### config.mk
export PLATFORM = sky130hd
export DESIGN_NAME = d_branch_ctrl
export DESIGN_NICKNAME = d
export VERILOG_FILES = /design/src/rtl/d_branch_ctrl_pkg.sv /design/src/rtl/d_br_cmp.sv /design/src/rtl/d_branch_ctrl.sv
export SDC_FILE = /design/constraint.sdc
export NUM_CORES = 1
export LEC_CHECK = 0
export ABC_AREA = 1
export CELL_PAD_IN_SITES_DETAIL_PLACEMENT = 2
export CELL_PAD_IN_SITES_GLOBAL_PLACEMENT = 2
export CORE_MARGIN = 3
export CORE_UTILIZATION = 24
export DETAILED_ROUTE_END_ITERATION = 10
export GPL_ROUTABILITY_DRIVEN = 0
export PLACE_DENSITY_LB_ADDON = 0.1
export SLEW_MARGIN = 20
export SYNTH_ARGS = -nofsm -noshare
export SYNTH_HDL_FRONTEND = slang
export SYNTH_SLANG_ARGS = --single-unit
### constraint.sdc
create_clock -name clk -period 3.3 [get_ports clk]
set_clock_uncertainty 0.15 [all_clocks]
set_input_delay 0.825 -clock clk [delete_from_list [all_inputs] [get_ports clk]]
set_output_delay 0.825 -clock clk [all_outputs]
set_load 0.05 [all_outputs]
### src/rtl/d_branch_ctrl_pkg.sv
// Shared encodings and constants for the decode-stage branch controller.
// Branch kinds, FSM states and the counter width live here so NPC/hazard code can agree on them.
package d_branch_ctrl_pkg;

  localparam int CNT_W = 32;

  typedef enum logic [2:0] {
    BR_NONE = 3'd0,
    BR_BEQ  = 3'd1,
    BR_BNE  = 3'd2,
    BR_BLEZ = 3'd3,
    BR_BGTZ = 3'd4,
    BR_BLTZ = 3'd5,
    BR_BGEZ = 3'd6,
    BR_RSVD = 3'd7
  } br_type_e;

  typedef enum logic [1:0] {
    IDLE    = 2'd0,
    WAIT    = 2'd1,
    RESOLVE = 2'd2
  } state_e;

  // Reserved code 7 behaves exactly like BR_NONE.
  function automatic logic is_branch_type(input logic [2:0] t);
    return (t != BR_NONE) && (t != BR_RSVD);
  endfunction

  // Only the two-operand compares depend on rt.
  function automatic logic needs_rt(input logic [2:0] t);
    return (t == BR_BEQ) || (t == BR_BNE);
  endfunction

endpackage

### src/rtl/d_br_cmp.sv
// Combinational D-stage operand comparator: equality tests and signed tests of rs against zero.
module d_br_cmp
  import d_branch_ctrl_pkg::*;
(
  input  logic [31:0] rd1,
  input  logic [31:0] rd2,
  input  logic [2:0]  br_type,
  output logic        taken
);

  logic signed [31:0] rs_s;
  logic               eq;
  logic               neg;
  logic               zero;

  always_comb begin
    rs_s  = rd1;
    eq    = (rd1 == rd2);
    neg   = (rs_s < 0);
    zero  = (rd1 == 32'd0);
    taken = 1'b0;
    case (br_type)
      BR_BEQ:  taken = eq;
      BR_BNE:  taken = !eq;
      BR_BLEZ: taken = neg || zero;
      BR_BGTZ: taken = !neg && !zero;
      BR_BLTZ: taken = neg;
      BR_BGEZ: taken = !neg;
      default: taken = 1'b0;
    endcase
  end

endmodule

### src/rtl/d_branch_ctrl.sv
// Decode-stage branch resolution controller: waits for final forwarded operands, registers the
// compare outcome and target, pulses a one-cycle redirect to fetch, and counts branches/taken.
module d_branch_ctrl
  import d_branch_ctrl_pkg::*;
(
  input  logic             clk,
  input  logic             reset,
  input  logic             D_valid,
  input  logic [2:0]       D_br_type,
  input  logic [31:0]      D_RD1,
  input  logic [31:0]      D_RD2,
  input  logic             D_rs_ready,
  input  logic             D_rt_ready,
  input  logic [31:0]      D_pc,
  input  logic [15:0]      D_imm16,
  input  logic             D_flush,
  input  logic             cnt_clr,
  output logic             D_stall,
  output logic             D_redirect,
  output logic [31:0]      D_target,
  output logic [CNT_W-1:0] br_cnt,
  output logic [CNT_W-1:0] taken_cnt
);

  state_e      state;
  logic        taken_p0;
  logic        is_br_p0;
  logic        ready_p0;
  logic [31:0] target_p0;
  logic        inc;

  d_br_cmp u_cmp (
    .rd1     (D_RD1),
    .rd2     (D_RD2),
    .br_type (D_br_type),
    .taken   (taken_p0)
  );

  always_comb begin
    is_br_p0  = D_valid && is_branch_type(D_br_type);
    ready_p0  = D_rs_ready && (D_rt_ready || !needs_rt(D_br_type));
    target_p0 = D_pc + 32'd4 + {{14{D_imm16[15]}}, D_imm16, 2'b00};
    inc       = (state == RESOLVE) && !D_flush;
    // Gated by reset so the stall also drops the instant reset is applied.
    D_stall   = !reset && !D_flush &&
                (((state == IDLE) && is_br_p0) || (state == WAIT));
  end

  // Capture boundary: D-stage compare/target -> registered redirect stage
  always_ff @(posedge clk or posedge reset) begin
    if (reset) begin
      state      <= IDLE;
      D_redirect <= 1'b0;
      D_target   <= 32'd0;
      br_cnt     <= '0;
      taken_cnt  <= '0;
    end else begin
      D_redirect <= 1'b0;
      if (D_flush) begin
        state <= IDLE;
      end else begin
        case (state)
          IDLE, WAIT: begin
            if (!is_br_p0) begin
              state <= IDLE;
            end else if (ready_p0) begin
              D_redirect <= taken_p0;
              D_target   <= target_p0;
              state      <= RESOLVE;
            end else begin
              state <= WAIT;
            end
          end
          RESOLVE: state <= IDLE;
          default: state <= IDLE;
        endcase
      end

      if (cnt_clr) begin
        br_cnt    <= '0;
        taken_cnt <= '0;
      end else if (inc) begin
        br_cnt <= br_cnt + CNT_W'(1);
        if (D_redirect)
          taken_cnt <= taken_cnt + CNT_W'(1);
      end
    end
  end

endmodule

==> Yosys cells after proc, flatten, opt, wreduce, memory -nomap -nowiden <==
Index checks and enable logic that the tools add are counted.
W data, S select, Z words.
{ "totals": {"register_bits": 99, "input_bits": 122, "wordCells": 61} }
{ "classes": {"n_addsub": 4, "n_lt_le_gt_ge": 1, "eq_ne": 10, "n_mux": 14, "bitwise": 1, "reduce_logical": 26} }
{ "op_table": {"columns": ["operator", "n"], "rows": [
  ["$mux W32", 5],
  ["$add A32 B1 Y32 const B", 2],
  ["$add A32 B3 Y32 const B", 1],
  ["$add A32 B32 Y32", 1],
  ["$eq A32 B32 Y1", 1],
  ["$logic_not A32 Y1", 1],
  ["$lt A32 B1 Y1 const B", 1],
  ["$eq A3 B3 Y1 const B", 3],
  ["$logic_and A1 B1 Y1", 8],
  ["$mux W2", 4],
  ["$eq A3 B2 Y1 const B", 2],
  ["$logic_not A1 Y1", 6],
  ["$pmux W1 S6", 1],
  ["$logic_or A1 B1 Y1", 4],
  ["$mux W1", 4],
  ["$reduce_and A4 Y1", 1],
  ["$reduce_bool A2 Y1", 2],
  ["$eq A3 B1 Y1 const B", 1],
  ["$ne A3 B3 Y1 const B", 1],
  ["$reduce_bool A3 Y1", 1],
  ["$eq A2 B1 Y1 const B", 1],
  ["$eq A2 B2 Y1 const B", 1],
  ["$logic_not A2 Y1", 1],
  ["$reduce_and A2 Y1", 1],
  ["other kinds (2)", 2]
]} }

==> Longest topological paths before layout <==
{ "logic_depth": {"ltp_word": 9, "mapped_depth": 14, "ltp_nobuf": 14} }

==> Modules after synthesis <==
From an unflattened synthesis, not the netlist that was laid out.
{ "hier_totals": {"hier_cells": 1327, "hier_area_um2": 8474.4} }
{ "by_module_without_submodules": {"columns": ["module", "n_inst", "cells_each", "area_per_inst_um2", "seq_area_each_um2"], "rows": [
  ["d_branch_ctrl", 1, 1199, 7820.0, 2477.4],
  ["d_br_cmp", 1, 128, 654.4, 0.0]
]} }

==> Least setup slack after synthesis <==
OpenSTA, ideal clock, no wires.
{ "synth_timing": {"path_type": "input-to-output", "from": "in D_br_type[2]", "to": "out D_stall", "arrival_ns": 2.645, "required_time_ns": 2.325, "setup_slack_ns": -0.320, "stages": 5, "cell_sequence": "inv_1 -> o21ai_1 -> a21oi_2 -> nor2_1 -> nor4_1"} }
{ "synth_via": {"elab_chain_len": 6, "word_cells_on_any_way": 7, "classes_between": "eq/ne (1); reduce/logical (6)"} }
{ "synth_lines": {"columns": ["item", "line", "text"], "rows": [
  ["start: declaration", "d_branch_ctrl.sv:9", "input logic [2:0] D_br_type,"],
  ["$ne A3 B3 Y1 or $reduce_bool A3 Y1 (tied branches)", "d_branch_ctrl_pkg.sv:26", "return (t != BR_NONE) && (t != BR_RSVD);"],
  ["$logic_and A1 B1 Y1 (*)", "d_branch_ctrl_pkg.sv:26", null],
  ["$logic_and A1 B1 Y1 (*)", "d_branch_ctrl.sv:40", "is_br_p0 = D_valid && is_branch_type(D_br_type);"],
  ["$logic_and A1 B1 Y1 (*)", "d_branch_ctrl.sv:46", "(((state == IDLE) && is_br_p0) || (state == WAIT));"],
  ["$logic_or A1 B1 Y1 (*)", "d_branch_ctrl.sv:46", null],
  ["$logic_and A1 B1 Y1 (*)", "d_branch_ctrl.sv:45", "D_stall = !reset && !D_flush &&"],
  ["end: declaration", "d_branch_ctrl.sv:18", "output logic D_stall,"]
]} }
Mark *: on every way between the ends. The rest lies on a longest branch, timed or not.

==> Final worst setup path <==
{ "layout_timing": {"from": "in D_br_type[1]", "to": "out D_stall"} }
Same word-level chain as after synthesis.

==> results.cfg <==
[status]
status = completed

[sta]
hold_violations = 0
fin_tns_setup_ns = 0
fin_hold_ws_ns = 0.3223
min_period_ns = 3.187
grt_setup_unrepaired = no
slew_headroom = 0.5967
setup_viol = 0
slew_viol_final = 0
period_share = 0.9656
worst_pin_slew_ns = 0.6031
max_freq_ghz = 0.3138

[setup_path]
worstPathCellList = clkdlybuf4s50_1 -> nor2_1 -> a21oi_2 -> nor2_1 -> nor4_2 -> buf_12
critPathMaxStageDelay_ns = 0.59
crit_slowest_cell = clkdlybuf4s50_1
startpoint_type = input port
arrival_ns = 2.21
criticalPathCategory = input port to primary output
crit_required_ns = 2.32
cpMostUsedCell = nor2_1
end_kind = primary output
worstPathMaxFanout = 6

[clocking]
clk_latency_ns = 0.37
clock-sinks = 99
cts_root_buf = clkbuf_16
postCtsSetupRepairBufs = 0
clock_path_buffers = 2
cts.clk_slew.worst_paths_ns = 0.07
htree_levels = 3
numCtsBuffers = 9
cts_hold_buffers = 0
post_cts_resized = 0
cts_tree = done

[global_route]
grt_max_degree = 54
grt_pass1_wl_um = 57750
antenna_found_initial = 1
grt_usage = 0.1902
first_global_vias = 10500
grt_overflow_total = 0

[yosys]
synth_ff_type = dfrtp_1
synth.most_common_cell = nand2_1
syn-num-nets = 1502
yosysTopAreaCellShare = 0.2919
synth_edf_count = 0
ys_seq_elements = 99
synthCells = 1320
synth_area_um2 = 8488
synth_area_leaders = dfrtp_1, nand2_1, ha_1
yosysTopAreaCell = dfrtp_1
avgSynthCellArea_um2 = 6.430
ys_seq_area_frac = 0.2919
synthArstFlopShare = 1.000
synth_common_cells = nand2_1, inv_1, nor2_1
synth_cell_types = 45
ys_warn_count = 0

[routing]
dr.pass1.iters = 4
drt-initial-drc-count = 263
vias_per_cell = 4.663
wl_um = 35600
post_drt_wl_per_cell_um = 17.28
drc_errors = 0
vias = 9606
drtAntennaViolNets = 0

[floorplan]
row_count = 68
initial_core_util = 0.2445
die_y_um = 194.1
die_x_um = 194.1
coreArea_um2 = 34710
ioPinCount = 220
dieArea_um2 = 37660

[final_layout]
nFillCells = 4208
fin_cells = 2060
area_delta_synth_final_pct = 41.66
final_area_um2 = 12020
layout.nets = 1781
final_util = 0.3464
layout-drive-gt1-share = 0.07980

[placed_design]
dpl_cell_area_um2 = 11720
port_buffers = 219
placed_cells = 2043
hpwlAfterDp_um = 29890

[power_and_ir_drop]
seqPwrFrac = 0.323
p_int_uw = 2640
p_sw_uw = 1736
leakagePower_uw = 0.005731
p_sw_frac = 0.3968
peakVddDrop_mv = 0.2104
clkPwrFrac = 0.269
power.density_nw_per_um2 = 364.0
power_frac_comb = 0.408

[job]
cap_violations = 0

[hold_path]
hp-class = flip-flop to flip-flop
[per-layer routing]
layer | up-vias | routed length [um] | GRT usage
li1 | 4776 | - | -
met1 | 4685 | 15980 | 0.2368
met2 | 120 | 18440 | 0.3558
met3 | 25 | 771 | 0.01859
met4 | 0 | 405 | 0.03883
met5 | - | 0 | 0
[cell type report]
class,count,area [um^2],share of cell area
antenna,1,2.502,0.0002081
clock inverter,5,60.06,0.004995
tap,455,569.3,0.04735
clock buffer,11,242.7,0.02019
inverter,186,703.2,0.05848
timing repair buffer,287,2750,0.2287
multi-input combinational,1016,5219,0.4340
sequential,99,2477,0.2060
[final timing paths]
check / startpoint / endpoint / slack [ns] / depth (start not counted)
worst max-delay path: D_br_type[1] / D_stall / 0.11 / 6
worst min-delay path: D_target[0]$_DFFE_PP0P_ / D_target[0]$_DFFE_PP0P_ / 0.32 / 2
worst max register to register: br_cnt[1]$_DFFE_PP0P_ / br_cnt[20]$_DFFE_PP0P_ / 1.13 / 10
worst min register to register: D_target[0]$_DFFE_PP0P_ / D_target[0]$_DFFE_PP0P_ / 0.32 / 2
max in group asynchronous: reset / D_target[21]$_DFFE_PP0P_ / 1.72 / 3
min in group asynchronous: reset / D_target[15]$_DFFE_PP0P_ / 0.65 / 2
[registers in the layout, summed over array words and instances (netlist names)]
| name | count |
|---|---|
| D_target | 32 |
| br_cnt | 32 |
| taken_cnt | 32 |
| state | 2 |
| D_redirect | 1 |
[power groups by stage]
stage / registers, uW / logic (uW) / clock network (uW)
after floorplan: 1830 / 593 / 0
final: 1410 / 1790 / 1180
after global routing: 1440 / 1960 / 1270
after CTS: 1420 / 1830 / 1230
after detailed placement: 1440 / 1820 / 0
after global placement: 1440 / 1790 / 0
[critical path, delay by kind of cell]
kind,cells,cell delay [ns]
buffers and inverters,2,0.78
AND/OR/NAND/NOR,3,0.42
AO/OA/AOI/OAI,1,0.18
[cell families (layout without fill, tap and decap cells)]
logic type               after synthesis  in the layout  share of synthesized area
XOR/XNOR                              35             35                    0.03611
buffers and inverters                205            489                    0.09404
AO/OA/AOI/OAI                        115            115                    0.07503
AND/OR/NAND/NOR                      806            806                     0.4136
adder cells (fa/ha/maj)               60             60                    0.08933
other                                  0              1                          0
flip-flops                            99             99                     0.2919
[through the flow]
| step | setup WS [ns] | power, uW |
|---|---|---|
| after floorplan | 0.2648 | 2420 |
| final | 0.1135 | 4376 |
| after detailed placement | -0.1456 | 3259 |
| after CTS | 0.1090 | 4475 |
| after global routing | 0.01556 | 4661 |
| after global placement | -0.08480 | 3227 |
[placed cells by master (no fill, tap or decap), types with 5 or more instances in the layout]
master	n
o21ai_1	14
dfrtp_1	99
nor2_2	8
ha_1	59
nor3_1	24
o21bai_1	6
inv_2	7
buf_4	65
clkdlybuf4s50_1	218
nor4_1	6
nand3b_1	9
nor2_1	149
nand3_1	89
and3_1	6
o21ai_0	31
a21oi_1	47
a21o_1	5
nand2_1	447
nand4_1	38
xnor2_1	30
xor2_1	5
clkbuf_16	9
nand2_2	7
inv_1	177
(Power assumes the default switching activity.)
